`config.mk`:
```
export PLATFORM = sky130hd
export DESIGN_NAME = acc_step_ctrl
export DESIGN_NICKNAME = d
export VERILOG_FILES = /design/src/rtl/acc_step_ctrl.sv
export SDC_FILE = /design/constraint.sdc
export NUM_CORES = 1
export LEC_CHECK = 0
export ABC_AREA = 1
export CAP_MARGIN = 20
export CORE_ASPECT_RATIO = 0.7
export CORE_MARGIN = 1.5
export CORE_UTILIZATION = 54
export CTS_CLUSTER_DIAMETER = 30
export DETAILED_ROUTE_END_ITERATION = 8
export PLACE_DENSITY = 0.76
export SETUP_SLACK_MARGIN = 0.15
export SLEW_MARGIN = 40
export SYNTH_ARGS = -nofsm -noshare
export SYNTH_HDL_FRONTEND = slang
export SYNTH_SLANG_ARGS = --single-unit
```
`constraint.sdc`:
```
create_clock -name clk -period 2.75 [get_ports clk]
set_clock_uncertainty 0.05 [all_clocks]
set_input_delay 0.825 -clock clk [delete_from_list [all_inputs] [get_ports clk]]
set_output_delay 0.825 -clock clk [all_outputs]
set_load 0.005 [all_outputs]
```
`src/rtl/acc_step_ctrl.sv`:
```
// acc_step_ctrl: debounced button / auto-timer step pulse generator for the ACC core
// Ports: clk, rst (async, active high); sw_next, sw_mode buttons (1 = pressed);
// core_ready (core in WAIT); step 1-cycle pulse; mode (1 = manual); pending queued
// step; step_count steps issued, wraps modulo 2^CNT_W.
module acc_step_ctrl_deb #(
  parameter int DEB_CYCLES = 32768
) (
  input  logic clk,
  input  logic rst,
  input  logic in_i,
  output logic pulse_o
);
  localparam int TW = (DEB_CYCLES > 2) ? $clog2(DEB_CYCLES) : 1;
  localparam logic [TW-1:0] TMAX = TW'(DEB_CYCLES - 1);
  typedef enum logic [1:0] {IDLE, WAIT_1, PULSE, WAIT_0} state_t;
  state_t state_q, state_d;
  logic [TW-1:0] tmr_q, tmr_d;
  logic expired;
  assign expired = tmr_q == TMAX;
  always_ff @(posedge clk or posedge rst)
    if (rst) begin
      state_q <= IDLE;
      tmr_q   <= '0;
    end else begin
      state_q <= state_d;
      tmr_q   <= tmr_d;
    end
  always_comb begin
    state_d = state_q;
    tmr_d   = '0;
    pulse_o = 1'b0;
    case (state_q)
      IDLE:   state_d = in_i ? WAIT_1 : IDLE;
      WAIT_1: begin
        tmr_d   = expired ? '0 : tmr_q + 1'b1;
        state_d = expired ? PULSE : WAIT_1;
      end
      PULSE:  begin
        pulse_o = 1'b1;
        state_d = WAIT_0;
      end
      WAIT_0: begin
        // timer saturates while the button is still held
        tmr_d   = expired ? (in_i ? tmr_q : '0) : tmr_q + 1'b1;
        state_d = (expired && !in_i) ? IDLE : WAIT_0;
      end
      default: state_d = IDLE;
    endcase
  end
endmodule

module acc_step_ctrl #(
  parameter int DEB_CYCLES   = 32768,
  parameter int AUTO_PERIOD  = 1048576,
  parameter bit DEFAULT_MODE = 1'b1,
  parameter int CNT_W        = 16
) (
  input  logic             clk,
  input  logic             rst,
  input  logic             sw_next,
  input  logic             sw_mode,
  input  logic             core_ready,
  output logic             step,
  output logic             mode,
  output logic             pending,
  output logic [CNT_W-1:0] step_count
);
  localparam int AW = (AUTO_PERIOD > 2) ? $clog2(AUTO_PERIOD) : 1;
  localparam logic [AW-1:0] AMAX = AW'(AUTO_PERIOD - 1);
  logic next_pulse, mode_pulse, auto_tick, src, fire;
  logic step_q, step_d, mode_q, mode_d, pending_q, pending_d;
  logic [AW-1:0] atmr_q, atmr_d;
  logic [CNT_W-1:0] cnt_q, cnt_d;
  acc_step_ctrl_deb #(.DEB_CYCLES(DEB_CYCLES)) u_deb_next (
    .clk(clk), .rst(rst), .in_i(sw_next), .pulse_o(next_pulse)
  );
  acc_step_ctrl_deb #(.DEB_CYCLES(DEB_CYCLES)) u_deb_mode (
    .clk(clk), .rst(rst), .in_i(sw_mode), .pulse_o(mode_pulse)
  );
  assign auto_tick = !mode_q && atmr_q == AMAX;
  assign src       = mode_q ? next_pulse : auto_tick;
  // a mode toggle swallows any same-cycle event; step_q blocks back-to-back steps
  assign fire      = !mode_pulse && core_ready && !step_q && (pending_q || src);
  always_comb begin
    atmr_d    = (mode_q || mode_pulse || auto_tick) ? '0 : atmr_q + 1'b1;
    mode_d    = mode_pulse ? ~mode_q : mode_q;
    step_d    = fire;
    pending_d = (mode_pulse || fire) ? 1'b0 : (src ? 1'b1 : pending_q);
    cnt_d     = fire ? cnt_q + 1'b1 : cnt_q;
  end
  always_ff @(posedge clk or posedge rst)
    if (rst) begin
      step_q    <= 1'b0;
      mode_q    <= DEFAULT_MODE;
      pending_q <= 1'b0;
      atmr_q    <= '0;
      cnt_q     <= '0;
    end else begin
      step_q    <= step_d;
      mode_q    <= mode_d;
      pending_q <= pending_d;
      atmr_q    <= atmr_d;
      cnt_q     <= cnt_d;
    end
  assign step       = step_q;
  assign mode       = mode_q;
  assign pending    = pending_q;
  assign step_count = cnt_q;
endmodule
```
# Word-level counts from Yosys, hierarchy flattened
# Index checks and enable logic that the tools add are counted.
dict set report op_classes {
  addsub 4
  mul 0
  n_div 0
  order_cmp 0
  n_eq_ne 11
  shifts 0
  muxes 22
  bitwise 1
  reduce_logical 18
}
# operator count
set op_table {}
lappend op_table {{2-to-1 mux 15 bit} 6}
lappend op_table {{case mux 15 bit (2 select lines)} 2}
lappend op_table {{adder 15 x 1 -> 15 bit (second input constant)} 2}
lappend op_table {{equality test 15 bit (second input constant)} 2}
lappend op_table {{adder 20 x 1 -> 20 bit (second input constant)} 1}
lappend op_table {{equality test 20 bit (second input constant)} 1}
lappend op_table {{2-to-1 mux 20 bit} 1}
lappend op_table {{adder 16 x 1 -> 16 bit (second input constant)} 1}
lappend op_table {{case mux 2 bit (4 select lines)} 2}
lappend op_table {{equality test 2 bit (second input constant)} 4}
lappend op_table {{2-to-1 mux 2 bit} 4}
lappend op_table {{2-to-1 mux 1 bit} 7}
lappend op_table {{logical AND 1 bit} 6}
lappend op_table {{inequality test 3 bit (second input constant)} 2}
lappend op_table {{zero test 1 bit} 5}
lappend op_table {{equality test 2 x 1 -> 1 bit (second input constant)} 2}
lappend op_table {{zero test 2 bit} 2}
lappend op_table {{logical OR 1 bit} 4}
lappend op_table {{nonzero test 2 bit} 1}
lappend op_table {{inverter 1 bit} 1}
dict set report totals {
  reg_bits 73
  latch_bits 0
  mem_bits_rw 0
  mem_bits_ro 0
  output_inout_bits 19
  word_cells 65
  mem_count 0
}

# Depth between registers and ports, before layout
dict set report logic_depth {
  depth_word 8
  mapped_depth 10
}

# Cells and area by module
# Synthesis repeated with hierarchy kept, for this count alone.
dict set report hier_totals {
  hier_cells 599
  hier_area_um2 4395.5
}
# module n_inst cells_each area_each_um2 seq_area_each_um2
set modules_own_cells {}
lappend modules_own_cells {acc_step_ctrl 1 311 2255.9 977.2}
lappend modules_own_cells {acc_step_ctrl_deb 2 144 1069.8 425.4}

# Least setup slack after synthesis
# No wires, ideal clock.
dict set report synth_path {
  kind {input -> register}
  from {input port core_ready}
  to {register cnt_q[10], in the netlist step_count[10]}
  t_arrival_ns 1.561
  required_ns 2.634
  path_slack_ns 1.073
  stages 5
  cell_sequence {nand2_1 -> nor2_4 -> clkbuf_1 -> nand3_1 -> nand2_1}
}
dict set report synth_via {
  elab_chain_cells 3
}
# element line
set synth_lines {}
lappend synth_lines {{from (decl)} 62} ;# input logic core_ready,
lappend synth_lines {{logical AND 1 bit (3 in a row)} 83} ;# assign fire = !mode_pulse && core_ready && !step_q && (pending_q || src);
lappend synth_lines {{to (signal assigned)} 103} ;# cnt_q <= cnt_d;
lappend synth_lines {{to (decl)} 73} ;# logic [CNT_W-1:0] cnt_q, cnt_d;
# Every way passes these cells.
# A chain may end at the register's enable or synchronous reset.

# Worst setup path after layout
dict set report layout_path {
  from {register mode_q, in the netlist mode}
  to {output port mode}
}
# element line
set layout_rtl {}
lappend layout_rtl {{from (decl)} 71} ;# logic step_q, step_d, mode_q, mode_d, pending_q, pending_d;
lappend layout_rtl {{from (signal assigned)} 100} ;# mode_q <= mode_d;
lappend layout_rtl {{to (decl)} 64} ;# output logic mode,
# No word-level cell between the ends.

==> flow_summary.json <==
{
  "status": "finished clean",
  "tns_ns": 0,
  "combPwrFrac_pct": 20.7,
  "slowest_delay_ns": 0.58,
  "h-tree-depth": 3,
  "io_buffers": 23,
  "initial_core_util_pct": 56.3,
  "gp_congestion": 0.878,
  "nNetsFinal": 587,
  "die_w_um": 108,
  "drive_above_1_share_pct": 9.95,
  "ios": 24,
  "syn_area_um2": 4140,
  "cp_max_fo": 3,
  "grt_max_degree": 74,
  "ys_seq_area_share_pct": 44.2,
  "min_period_over_period_pct": 83.4,
  "static-leakage-power_nw": 2.21,
  "cts-buffers-inserted": 9,
  "p_int_mw": 1.90,
  "wl_per_cell_um": 13.1,
  "cp_num_buf_inv": 1,
  "grt_pass1_vias": 3451,
  "cts_setup_buffers": 0,
  "ir_drop_uv": 355,
  "dr_total_vias": 3571,
  "crit_required_ns": 1.88,
  "clockRootBuffer": "clkbuf_8",
  "n_antenna_cell": 0,
  "slew_violations": 0,
  "min_period_ns": 2.29,
  "grt_pass1_wl_um": 15800,
  "end_kind": "primary output",
  "rows": 26,
  "place_area_um2": 4480,
  "synthesis.nets": 557,
  "pre_cts_slack_ns": 0.467,
  "rsz0062_at_grt": "no",
  "drv_cap": 0,
  "report.power.total_mw": 2.88,
  "synth_cells": 548,
  "first_iter_violations": 248,
  "wirelength_um": 8900,
  "hold_buffers": 0,
  "fill_cells": 663,
  "die-area_um2": 8200,
  "antenna_found_initial": 0,
  "slowest_stage": "dfstp_2",
  "hpwlAfterDp_um": 6230,
  "path_clk_slew_ns": 0.07,
  "hold_viol": 0,
  "cts_resized": 0,
  "final_area_um2": 4670,
  "switchingPower_mw": 0.980,
  "avgSynthCellArea_um2": 7.55,
  "grt_usage_pct": 24.0,
  "setup_slack_ns": 0.456,
  "tightest_slew_ns": 0.768,
  "reg2reg_slack_ns": 0.69,
  "worstPathCellList": "clkdlybuf4s50_1",
  "syn_to_final_growth_pct": 13.0,
  "clockBufferDepth": 2,
  "vias_per_cell": 5.24,
  "tritoncts": "yes",
  "swShare_pct": 34.0,
  "crit_family": "flip-flops",
  "fin_util_pct": 63.6,
  "criticalPathCategory": "reg -> out",
  "core_area_um2": 7350,
  "hold_path_class": "reg -> reg",
  "cts.sink_count": 73,
  "seq_power_share_pct": 50.2,
  "max_freq_mhz": 436,
  "p_clk_share_pct": 29.2,
  "synth_seq_cells": 73,
  "die_h_um": 76.2,
  "slew_headroom_pct": 48.6,
  "drc_errors": 0,
  "yosysUniqueCellTypes": 31,
  "ant_nets": 0,
  "grt.overflow.total": 0,
  "yosys_warnings": 0,
  "setup_violations": 0,
  "crit_path_start_kind": "flop",
  "first_pass_iters": 4,
  "clkLatencyLatePin_ns": 0.34,
  "p_per_area_nw_per_um2": 617,
  "cp.arrival_ns": 1.42
}
[Yosys cell counts, drive strengths merged]
cell    count  area [um^2]
nand2     173          692
nor2       90          374
dfrtp      72         1800
nand3      60          325
inv        51          191
xor2       23          201
nand4      19          119
o21ai      18         90.1
o21bai      8         60.1
xnor2       8         70.1
buf         5         40.0
nor3        5         25.0
ha          4         50.1
nand3b      3         22.5
clkbuf      2         7.51
or2         2         12.5
a21oi       1         5.00
a31o        1         8.76
and3        1         6.26
dfstp       1         26.3
o31ai       1         7.51
[through the flow]
| stage | hold WS (ns) | std cells |
|---|---|---|
| 6_report | 0.488 | 681 |
| 5_1_grt | 0.523 | 681 |
| 4_1_cts | 0.482 | 681 |
| 2_1_floorplan | 0.441 | 548 |
| 3_3_place_gp | 0.468 | 665 |
| 3_5_place_dp | 0.469 | 665 |
[final cells by class]
type / instances / area (um^2) / share of cell area [%]
multi-input combinational: 417 / 2070 / 44.3
sequential: 73 / 1830 / 39.1
timing repair buffer: 26 / 265 / 5.67
inverter: 51 / 195 / 4.18
clock buffer: 9 / 124 / 2.65
tap: 98 / 123 / 2.62
clock inverter: 7 / 70.1 / 1.50
[layout by cell type (no fill, tap or decap), types with 2 or more instances in the layout]
cell type        netlist  layout
nand2_1              160     160
inv_1                 37      36
nor2_4                 2       2
xor2_1                23      23
nand3_1               58      58
nor2_2                 2       2
clkinv_2               0       3
xnor2_1                8       8
dfrtp_1               72      72
inv_2                 14      14
or2_2                  2       2
nand3_4                2       2
ha_1                   4       4
nor2_1                85      85
clkdlybuf4s50_1        0      23
nand2_4                2       2
nand2_2               11      11
o21bai_1               8       8
nand4_1               19      19
o21ai_0               16      16
clkbuf_8               0       9
o21ai_1                2       2
clkinvlp_4             0       2
buf_4                  1       2
nor3_1                 5       5
nand3b_1               3       3
[cells by family (layout without fill, tap and decap cells)]
| family | Yosys count | in the layout | synth area share [%] |
|---|---|---|---|
| xor+xnor | 31 | 31 | 6.56 |
| fa+ha+maj | 4 | 4 | 1.21 |
| compound gates | 29 | 29 | 4.14 |
| flops | 73 | 73 | 44.2 |
| simple gates | 353 | 353 | 38.1 |
| buf+inv | 58 | 93 | 5.78 |
[state kept, by name, summed over array words and instances (netlist names)]
register / flops
atmr_q: 20
mode: 1
pending: 1
step: 1
step_count: 16
u_deb_mode.state_q: 2
u_deb_mode.tmr_q: 15
u_deb_next.state_q: 2
u_deb_next.tmr_q: 15
[power by group through the flow]
stage	Clock, mW	Combinational [mW]	Sequential, mW
global placement	0	0.567	1.46
global route	0.918	0.699	1.47
finish	0.841	0.595	1.45
detailed placement	0	0.595	1.46
floorplan	0	0.474	1.41
CTS	0.867	0.598	1.44
[final timing paths]
check                                   start                     to  cells past startpoint
max in group asynchronous                 rst                   mode                      3
worst max-delay path                     mode                   mode                      1
worst max register to register      atmr_q[0]             atmr_q[17]                      6
worst min register to register  step_count[1]          step_count[1]                      2
min in group asynchronous                 rst  u_deb_next.state_q[0]                      3
worst min-delay path            step_count[1]          step_count[1]                      2
[metal layers]
metal	vias to the layer above	part of all wire, %	global-route usage [%]
met5	-	0	0
met4	0	0.96	7.37
met3	7	4.9	4.96
met2	82	45	36.9
met1	1669	49	34.2
li1	1813	-	-
Power figures use the tool's default switching activity.
